`src/rtl/eth_rx_frame_packer.sv`:
```
// Packs the Ethernet RX word stream into uDMA RX words and appends one status word per frame
// carrying the frame length and error/truncation flags.
module eth_rx_frame_packer #(
    parameter int unsigned MAX_BYTES = 1536,
    parameter int unsigned CNT_W     = 16
) (
    input  logic             clk_i,
    input  logic             rstn_i,
    input  logic             cfg_en_i,
    input  logic [31:0]      s_axis_tdata,
    input  logic [1:0]       s_axis_byte_count,
    input  logic             s_axis_tvalid,
    input  logic             s_axis_tuser,
    input  logic             s_axis_tlast,
    output logic             s_axis_tready,
    output logic [31:0]      data_rx_o,
    output logic [1:0]       data_rx_datasize_o,
    output logic             data_rx_valid_o,
    input  logic             data_rx_ready_i,
    output logic             evt_o,
    output logic [CNT_W-1:0] frame_cnt_o,
    output logic [CNT_W-1:0] drop_cnt_o
);

    localparam logic [2:0] IDLE   = 3'd0;
    localparam logic [2:0] DATA   = 3'd1;
    localparam logic [2:0] DROP   = 3'd2;
    localparam logic [2:0] STATUS = 3'd3;
    localparam logic [2:0] DISC   = 3'd4;

    localparam logic [15:0] MAX_LEN = 16'(MAX_BYTES);

    logic [2:0]       state_q, state_d;
    logic [15:0]      len_q, len_d;
    logic             err_q, err_d;
    logic             trunc_q, trunc_d;
    logic [31:0]      out_data_q, out_data_d;
    logic             out_valid_q, out_valid_d;
    logic             out_is_status_q, out_is_status_d;
    logic             evt_q, evt_d;
    logic             active_q;
    logic [CNT_W-1:0] frame_cnt_q, frame_cnt_d;
    logic [CNT_W-1:0] drop_cnt_q, drop_cnt_d;

    logic        out_free;
    logic        status_done;
    logic        xfer;
    logic        accept_data;
    logic [2:0]  add;
    logic [16:0] len_sum;
    logic [15:0] len_new;

    assign out_free    = !out_valid_q || data_rx_ready_i;
    assign status_done = out_valid_q && data_rx_ready_i && out_is_status_q;

    // tready is held low until the first clock after reset release.
    always_comb begin
        s_axis_tready = 1'b0;
        case (state_q)
            IDLE, DATA:  s_axis_tready = active_q && out_free;
            DROP, DISC:  s_axis_tready = active_q;
            default:     s_axis_tready = 1'b0;
        endcase
    end

    assign xfer    = s_axis_tvalid && s_axis_tready;
    assign add     = s_axis_tlast ? (3'(s_axis_byte_count) + 3'd1) : 3'd4;
    assign len_sum = {1'b0, len_q} + 17'(add);
    assign len_new = len_sum[16] ? 16'hFFFF : len_sum[15:0];

    always_comb begin
        state_d         = state_q;
        len_d           = len_q;
        err_d           = err_q;
        trunc_d         = trunc_q;
        out_data_d      = out_data_q;
        out_valid_d     = out_valid_q;
        out_is_status_d = out_is_status_q;
        frame_cnt_d     = frame_cnt_q;
        drop_cnt_d      = drop_cnt_q;
        evt_d           = 1'b0;
        accept_data     = 1'b0;

        if (out_valid_q && data_rx_ready_i) begin
            out_valid_d = 1'b0;
        end

        case (state_q)
            IDLE: begin
                if (xfer) begin
                    if (!cfg_en_i) begin
                        drop_cnt_d = drop_cnt_q + CNT_W'(1);
                        if (!s_axis_tlast) begin
                            state_d = DISC;
                        end
                    end else begin
                        accept_data = 1'b1;
                    end
                end
            end
            DATA: begin
                if (xfer) begin
                    accept_data = 1'b1;
                end
            end
            DROP: begin
                if (xfer) begin
                    len_d = len_new;
                    err_d = err_q | s_axis_tuser;
                    if (s_axis_tlast) begin
                        state_d = STATUS;
                    end
                end
            end
            STATUS: begin
                if (status_done) begin
                    evt_d       = 1'b1;
                    frame_cnt_d = frame_cnt_q + CNT_W'(1);
                    len_d       = 16'd0;
                    err_d       = 1'b0;
                    trunc_d     = 1'b0;
                    state_d     = IDLE;
                end else if (out_free) begin
                    out_valid_d     = 1'b1;
                    out_is_status_d = 1'b1;
                    out_data_d      = {err_q, trunc_q, 14'b0, len_q};
                end
            end
            DISC: begin
                if (xfer && s_axis_tlast) begin
                    state_d = IDLE;
                end
            end
            default: state_d = IDLE;
        endcase

        if (accept_data) begin
            len_d = len_new;
            err_d = err_q | s_axis_tuser;
            if (len_new <= MAX_LEN) begin
                out_valid_d     = 1'b1;
                out_is_status_d = 1'b0;
                out_data_d      = s_axis_tdata;
                state_d         = s_axis_tlast ? STATUS : DATA;
            end else begin
                trunc_d = 1'b1;
                state_d = s_axis_tlast ? STATUS : DROP;
            end
        end
    end

    always_ff @(posedge clk_i or negedge rstn_i) begin
        if (!rstn_i) begin
            state_q         <= IDLE;
            len_q           <= 16'd0;
            err_q           <= 1'b0;
            trunc_q         <= 1'b0;
            out_data_q      <= 32'd0;
            out_valid_q     <= 1'b0;
            out_is_status_q <= 1'b0;
            evt_q           <= 1'b0;
            active_q        <= 1'b0;
            frame_cnt_q     <= '0;
            drop_cnt_q      <= '0;
        end else begin
            state_q         <= state_d;
            len_q           <= len_d;
            err_q           <= err_d;
            trunc_q         <= trunc_d;
            out_data_q      <= out_data_d;
            out_valid_q     <= out_valid_d;
            out_is_status_q <= out_is_status_d;
            evt_q           <= evt_d;
            active_q        <= 1'b1;
            frame_cnt_q     <= frame_cnt_d;
            drop_cnt_q      <= drop_cnt_d;
        end
    end

    assign data_rx_o          = out_data_q;
    assign data_rx_datasize_o = 2'b10;
    assign data_rx_valid_o    = out_valid_q;
    assign evt_o              = evt_q;
    assign frame_cnt_o        = frame_cnt_q;
    assign drop_cnt_o         = drop_cnt_q;

endmodule

```
`config.mk`:
```
export PLATFORM = sky130hd
export DESIGN_NAME = eth_rx_frame_packer
export DESIGN_NICKNAME = d
export VERILOG_FILES = /design/src/rtl/eth_rx_frame_packer.sv
export SDC_FILE = /design/constraint.sdc
export NUM_CORES = 1
export LEC_CHECK = 0
export BUFFER_PORTS_ARGS = -buffer_cell sky130_fd_sc_hd__buf_2
export CAP_MARGIN = 30
export CORE_UTILIZATION = 37
export CTS_BUF_LIST = sky130_fd_sc_hd__clkbuf_4
export CTS_CLUSTER_DIAMETER = 120
export DETAILED_ROUTE_END_ITERATION = 10
export PLACE_DENSITY_LB_ADDON = 0.3
export SYNTH_ARGS = -nofsm -noshare
export SYNTH_HDL_FRONTEND = slang
export SYNTH_SLANG_ARGS = --single-unit
```
`constraint.sdc`:
```
create_clock -name clk_i -period 4.2 [get_ports clk_i]
set_clock_uncertainty 0.2 [all_clocks]
set_input_delay 0.21 -clock clk_i [delete_from_list [all_inputs] [get_ports clk_i]]
set_output_delay 0.21 -clock clk_i [all_outputs]
set_load 0.01 [all_outputs]
```
== After elaboration in Yosys (flattened, before gate mapping) ==
Cells that the tools add are included.
Cells by class
  add/sub/neg operators: 4
  $lt $le $gt $ge: 1
  equality and inequality tests: 12
  mux-type cells: 49
  bitwise gates (word level): 2
  reduce and logical (&&, ||, !) cells: 15
Operators by type and width (count)
  32-bit two-way mux: 5
  16-bit two-way mux: 4
  16-bit by 1-bit adder with 16-bit output, second input constant: 2
  16-bit one-hot mux with 2 select lines: 1
  3-bit two-way mux: 9
  1-bit two-way mux: 24
  3-bit inequality test, second input constant: 7
  16-bit by 3-bit adder with 17-bit output: 1
  16-bit by 11-bit less-or-equal comparator with 1-bit output, second input constant: 1
  3-bit one-hot mux with 5 select lines: 1
  8-bit AND reduction: 1
  3-bit by 2-bit == test with 1-bit output, second input constant: 2
  1-bit one-hot mux with 2 select lines: 3
  3-bit AND reduction: 2
  1-bit logical AND: 5
  2-bit two-way mux: 2
  2-bit OR reduction: 2
  2-bit by 1-bit adder with 3-bit output, second input constant: 1
  3-bit by 1-bit == test with 1-bit output, second input constant: 1
  3-bit == test, second input constant: 1
  3-bit zero test: 1
  3-bit nonzero test: 1
  2-bit inequality test, second input constant: 1
  2-bit AND reduction: 1
  4 further kinds: 4
Word-level totals
  register bits after elaboration: 89
  output and inout port bits: 69

== Longest topological paths before layout ==
Gate-level depths: netlist (run 1).
  depth in word-level cells: 9
  gate-level depth with buffers: 13

== Worst setup path before layout (run 1) ==
OpenSTA, ideal clock, no wires.
  path kind: input to register
  from: input port s_axis_byte_count[0]
  to: register out_data_q[10], in the netlist data_rx_o[10]
  setup time: 0.125 ns
  data arrival time: 2.803 ns
  data required time: 3.875 ns
  slack: 1.072 ns
  cell stages on the path: 11
  path buffers: 1
  cells stage by stage: ha_1 -> and2_1 -> fa_1 -> a21oi_1 -> nor4_2 -> a311oi_1 -> a41oi_1 -> nor3_4 -> nand3_4 -> buf_6 -> mux2_4
On the way
  longest elaborated chain between the ends: 7
RTL lines
  start: declaration: line 11  | input logic [1:0] s_axis_byte_count,
  2-bit by 1-bit adder with 3-bit output: line 67  | assign add = s_axis_tlast ? (3'(s_axis_byte_count) + 3'd1) : 3'd4;
  3-bit two-way mux: line 67
  16-bit by 3-bit adder with 17-bit output: line 68  | assign len_sum = {1'b0, len_q} + 17'(add);
  16-bit two-way mux: line 69  | assign len_new = len_sum[16] ? 16'hFFFF : len_sum[15:0];
  16-bit by 11-bit less-or-equal comparator with 1-bit output: line 140  | if (len_new <= MAX_LEN) begin
  32-bit two-way mux: line 140
  32-bit two-way mux: line 137  | if (accept_data) begin
  via out_data_d[10]: line 37  | logic [31:0] out_data_q, out_data_d;
  end signal: assignment: line 170  | out_data_q <= out_data_d;
  end: declaration: line 37
The timed path passes the listed nets, and every way through them passes these cells.
A chain may end at the register's enable or synchronous reset.

== Worst setup path after layout (run 1) ==
  from: input port s_axis_tlast
  to: register state_q[0]
On the way
  longest elaborated chain between the ends: 6
RTL lines
  start: declaration: line 14  | input logic s_axis_tlast,
  3-bit two-way mux: line 67
  16-bit by 3-bit adder with 17-bit output: line 68
  16-bit two-way mux: line 69
  16-bit by 11-bit less-or-equal comparator with 1-bit output: line 140
  2-bit two-way mux: line 140
  3-bit two-way mux: line 137
  end signal: assignment: line 166  | state_q <= state_d;
  end: declaration: line 33  | logic [2:0] state_q, state_d;
Parallel ways exist; a longest one is shown, timed or not.

==> out/qor.yml, run 1 <==
antenna_found_initial: 0
ys.warnings.count: 0
cts_tree: "yes"
synth_area_leaders: "dfrtp_1 47%, mux2_4 9.2%, mux2_2 5.5%"
drt_pass1_iterations: 4
drive_gt1_share_pct: 32.99
port_buffers: 107
cts_num_sinks: 89
grt_util_all_layers_pct: 17.06
leakagePower_nw: 2.952
overflow: 0
num_rows: 40
setup_viol: 0
cts-root-buf: "clkbuf_4"
syn-cell-area_mm2: 0.004742
drt_iter0_markers: 242
finalHoldViolCount: 0
cts_setup_buffers: 0
synth_seq_area_share_pct: 46.97
syn2layout_area_growth_pct: 26.31
cp.arrival_ns: 4.09
hold_buffers: 41
hp-class: "input pin to asynchronous set/reset pin"
grt_max_degree: 53
fin_setup_tns_ns: 0
numCtsBuffers: 9
grt_pass1_wl_mm: 17.42
worstMarginPinSlew_ns: 0.8599
dp_hpwl_mm: 7.389
fin_crit_ns: 3.865
yosys.area.top_type: "dfrtp_1"
pwr_density_cell_mw_per_mm2: 470.1
synth-main-ff-cell: "dfrtp_1"
clockBufferDepth: 2
core_mm2: 0.01226
initial_utilization_pct: 38.67
start_kind: "input pin"
rsz0062_at_grt: "no"
vdd_ir_drop_max_uv: 314.2
die_w_um: 115.2
ant_nets: 0
final_max_slew_viol_count: 0
clk_latency_ns: 0.47
worstSetupPathType: "input pin to flip-flop"
worst_setup_path_end_kind: "flip-flop"
antennaDiodeCount: 0
design.die.area_mm2: 0.01327
routabilityCongestion: 0.8646
post-route-util_pct: 48.85
synth_common_cells: "89 x dfrtp_1, 30 x nor2_1, 29 x mux2_4"
maxCapViolations: 0
cp_max_fo: 15
synth.distinct_cells: 56
synth_seq_cells: 89
num_vias: 3724
status: "finished, final reports clean"
cp_data_required_time_ns: 4.43
grt_pass1_vias: 3599
critPathMaxStageDelay_ns: 0.57
drc: 0
synth_most_common_cell: "dfrtp_1"
period_share_pct: 92.03
max_freq_ghz: 0.2587
n_fill_cell: 1147
syn_inst: 436
yosysTopAreaCellShare_pct: 46.97
wirelength_mm: 10.69
fin_nets: 628
die_h_um: 115.2
worstPathCellList: "dlygate4sd3_1 > buf_2 > inv_1 > nor2_1 > ha_1 > fa_1 > a21oi_1 > or3_4 > or3_1 > a21oi_1 > o31ai_2 > nand2_1 > a32oi_1 > dlygate4sd3_1"
cts.clk_slew.worst_paths_ns: 0.15
synth_area_per_cell_um2: 10.88
slew_headroom_pct: 42.19
avgRoutedWirePerCell_um: 14.20
postCtsResizedCells: 0
io_pins: 110
synth_edf_count: 0
cpMaxStageDelayCell: "dlygate4sd3_1"
drt-vias-per-instance: 4.946
htree_levels: 3
async_flop_share_pct: 100.0
worst max-delay path, delay by kind of cell:
family / cells / cell delay, ns
AOI/OAI and AO/OA: 4 / 0.96
adders and majority gates: 2 / 0.66
buffers and inverters: 4 / 1.38
and+or+nand+nor: 4 / 0.89
path summary, 6_finish.rpt:
path                                      startpoint             end  slack [ns]  depth (start not counted)
worst min-delay path                          rstn_i      state_q[1]         0.1                          2
worst min register to register        drop_cnt_o[15]  drop_cnt_o[15]        0.28                          1
worst max register to register              len_q[0]      state_q[0]        0.45                         10
min in group clk_i              s_axis_byte_count[0]        len_q[0]        0.13                          5
worst max-delay path                    s_axis_tlast      state_q[0]        0.33                         14
max in group asynchronous                     rstn_i   data_rx_o[20]        2.74                          3
layer usage:
metal | part of all wire [%] | GRT usage (%)
met1 | 46 | 21.31
met2 | 49 | 29.20
met3 | 3.7 | 4.850
met4 | 1.3 | 3.983
met5 | 0 | 0
registers in the layout (all words and copies together), names as in the netlist:
| signal | cells |
|---|---|
| out_is_status_q | 1 |
| state_q | 3 |
| drop_cnt_o | 16 |
| len_q | 16 |
| data_rx_o | 32 |
| evt_o | 1 |
| data_rx_valid_o | 1 |
| active_q | 1 |
| frame_cnt_o | 16 |
| err_q | 1 |
| trunc_q | 1 |
area by class of cell:
cell class	count	area, um2	share of cell area (%)
clock inverter	6	67.56	1.128
multi-input combinational	316	2379	39.71
tap	168	210.2	3.510
clock buffer	10	75.07	1.253
sequential	89	2227	37.18
inverter	10	37.54	0.6267
timing repair buffer	154	993.5	16.59
power breakdown:
part           total (W)  internal, W  switching, W  leakage [nW]
clock           0.000500     0.000190      0.000310        0.0746
sequential       0.00121      0.00104      0.000174          1.17
combinational    0.00110     0.000569      0.000532          1.71
placed cells by master, fill, tap and decap left out, drive strengths merged, types with 4 or more instances in the layout:
cell type	instances
and2	4
or4	4
o21ai	20
buf	113
a31oi	4
mux2	52
xnor2	25
nor2b	15
nor3	7
nor2	31
inv	11
xor2	10
dlygate4sd3	41
nor4	5
dfrtp	89
ha	6
clkbuf	10
and3	6
nand3	27
nand2	22
a21oi	28
nand4	8
per-stage QoR:
step / power (W) / setup WS (ns) / std cells / area [um2] / hold slack, ns
after global placement: 0.002277 / 0.6039 / 696 / 5436 / 0.08667
after global routing: 0.003025 / 0.1033 / 753 / 5989 / 0.1363
final: 0.002815 / 0.3349 / 753 / 5989 / 0.09952
after CTS: 0.002856 / 0.4232 / 753 / 5989 / 0.09334
after detailed placement: 0.002303 / 0.4735 / 696 / 5436 / 0.09407
after floorplan: 0.001959 / 1.072 / 437 / 4746 / -0.2856
cells by family after synthesis:
group                    synth area share, %
flip-flops                             46.97
buffers and inverters                  3.192
multiplexers                           14.85
other                                 0.1584
AND/OR/NAND/NOR                        17.07
AO/OA/AOI/OAI                          9.288
adder cells (fa/ha/maj)                2.005
XOR/XNOR                               6.464
No activity file was read; power rests on OpenSTA's default activity.
==> inputs of run 2 (changes only) <==
CTS_BUF_LIST = sky130_fd_sc_hd__clkbuf_2   (was sky130_fd_sc_hd__clkbuf_4)
==> run 2 against run 1 <==
  * Global-route usage up 0.080 points
  * Clock power down 11%
  * Cell count up 0.53%
  * Sequential power about the same
  * First-iteration DRC count down 19%
  * Die area unchanged
  * Register-to-register slack about the same
  * Flip-flop and latch count unchanged
  * Worst hold slack better by 0.077 ns
  * Worst setup slack better by 0.076 ns
  * Critical path type unchanged
==> out/qor.yml, run 2 (same netlist as run 1, synthesis figures left out) <==
worstMarginPinSlew_ns: 0.8666  # was 0.8599 ns
drt_iter0_markers: 197  # was 242
cts.clk_slew.worst_paths_ns: 0.26  # was 0.15 ns
slew_headroom_pct: 41.75  # was 42.19%
num_vias: 3755  # was 3724
dp_hpwl_mm: 7.389  # unchanged
layout_commonest_cell: "buf_2"  # unchanged
wirelength_mm: 10.76  # was 10.69 mm
cp.arrival_ns: 4.14  # was 4.09 ns
cts-root-buf: "clkbuf_2"  # was clkbuf_4
grt_max_degree: 52  # was 53
period_share_pct: 90.22  # was 92.03%
drt-vias-per-instance: 4.960  # was 4.946
cts_num_sinks: 89  # unchanged
status: "finished, final reports clean"  # unchanged
num_rows: 40  # unchanged
cts_tree: "yes"  # unchanged
post-route-util_pct: 49.11  # was 48.85%
syn2layout_area_growth_pct: 26.99  # was 26.31%
initial_utilization_pct: 38.67  # unchanged
cp_max_fo: 15  # unchanged
hp-class: "input pin to flip-flop"  # was input pin to asynchronous set/reset pin
worstSetupPathType: "input pin to flip-flop"  # unchanged
die_w_um: 115.2  # unchanged
core_mm2: 0.01226  # unchanged
numCtsBuffers: 9  # unchanged
design.die.area_mm2: 0.01327  # unchanged
setup.worst_path.start: "s_axis_byte_count[0]"  # was s_axis_tlast
die_h_um: 115.2  # unchanged
routabilityCongestion: 0.8646  # unchanged
pwr_density_cell_mw_per_mm2: 460.7  # was 470.1 mW/mm2
maxCapViolations: 0  # unchanged
finalHoldViolCount: 0  # unchanged
r2r-start: "len_q[0]"  # unchanged
leakagePower_nw: 2.971  # was 2.952 nW
fin_setup_tns_ns: 0  # unchanged
ant_nets: 0  # unchanged
reg2reg_depth: 10  # unchanged
layout_common_cells: "106 x buf_2, 89 x dfrtp_1, 44 x dlygate4sd3_1"  # was 106 x buf_2, 89 x dfrtp_1, 41 x dlygate4sd3_1
n_fill_cell: 1143  # was 1147
setup_viol: 0  # unchanged
overflow: 0  # unchanged
holdPathStages: 3
drt_pass1_iterations: 4  # unchanged
max_freq_ghz: 0.2639  # was 0.2587 GHz
final_max_slew_viol_count: 0  # unchanged
drc: 0  # unchanged
io_pins: 110  # unchanged
worst_setup_path_end_kind: "flip-flop"  # unchanged
start_kind: "input pin"  # unchanged
rsz0062_at_grt: "no"  # unchanged
cp_data_required_time_ns: 4.55  # was 4.43 ns
fin_crit_ns: 3.789  # was 3.865 ns
antennaDiodeCount: 0  # unchanged
fin_nets: 632  # was 628
postCtsResizedCells: 0  # unchanged
vdd_ir_drop_max_uv: 264.2  # was 314.2 uV
port_buffers: 107  # unchanged
htree_levels: 3  # unchanged
largest_reg_flops: 32  # unchanged
avgRoutedWirePerCell_um: 14.21  # was 14.20 um
cts_setup_buffers: 0  # unchanged
antenna_found_initial: 0  # unchanged
grt_util_all_layers_pct: 17.14  # was 17.06%
clockBufferDepth: 2  # unchanged
drive_gt1_share_pct: 32.94  # was 32.99%
grt_pass1_vias: 3630  # was 3599
grt_pass1_wl_mm: 17.50  # was 17.42 mm
worstHoldStart: "s_axis_tdata[2]"
hold_buffers: 45  # was 41
clk_latency_ns: 0.58  # was 0.47 ns
==> run 2: cell count changes in the layout (fill, tap and decap cells not counted), sizes merged <==
cell         delta
dlygate4sd3     +3
buf             +1
==> run 2: metal layers <==
metal	vias up	wire [um]	GRT usage, %
met5	-	0	0
met2	86	5277	29.44
met3	8	438	4.902
li1	1834	-	-
met4	0	91	4.156
met1	1827	4949	21.24
==> run 2: path summary, 6_finish.rpt <==
| kind | to | slack, ns |
|---|---|---|
| setup / recovery | state_q[0] | 0.41 |
| hold / removal | data_rx_o[2] | 0.18 |
| setup reg to reg | state_q[0] | 0.44 |
| hold reg to reg | drop_cnt_o[15] | 0.28 |
| max in group asynchronous | data_rx_o[21] | 2.84 |
| min in group asynchronous | drop_cnt_o[6] | 0.48 |
==> run 2: per-stage QoR <==
| step | hold slack, ns | total power (W) | worst slack [ns] | cell area (um2) | instances |
|---|---|---|---|---|---|
| 2_1_floorplan | -0.2856 | 0.001959 | 1.072 | 4746 | 437 |
| 3_3_place_gp | 0.08667 | 0.002277 | 0.6039 | 5436 | 696 |
| 3_5_place_dp | 0.09407 | 0.002303 | 0.4735 | 5436 | 696 |
| 4_1_cts | 0.1046 | 0.002818 | 0.4757 | 6022 | 757 |
| 5_1_grt | 0.08536 | 0.002986 | 0.1857 | 6022 | 757 |
| 6_report | 0.1762 | 0.002774 | 0.4107 | 6022 | 757 |
==> run 2: layout make-up <==
type                            instances  area (um2)  area share [%]
Clock buffer                           10       50.05          0.8311
Clock inverter                          6       67.56           1.122
Inverter                               10       37.54          0.6233
Multi-Input combinational cell        316        2379           39.50
Sequential cell                        89        2227           36.98
Tap cell                              168       210.2           3.491
Timing Repair Buffer                  158        1051           17.45
==> run 2: where the power goes <==
part | switching, W | internal [W] | total, W
clock | 0.000304 | 0.000142 | 0.000446
sequential | 0.000175 | 0.00104 | 0.00121
combinational | 0.000535 | 0.000579 | 0.00111
total | 0.00101 | 0.00176 | 0.00277
==> run 2: worst max-delay path, stage by stage <==
cell and delay (ns):
dlygate4sd3_1 0.53, buf_2 0.13, ha_1 0.28, and2_1 0.19
fa_1 0.46, a21oi_1 0.41, or3_4 0.24, or3_1 0.42
a21oi_1 0.17, o31ai_2 0.16, nand2_1 0.16, a32oi_1 0.22
dlygate4sd3_1 0.56
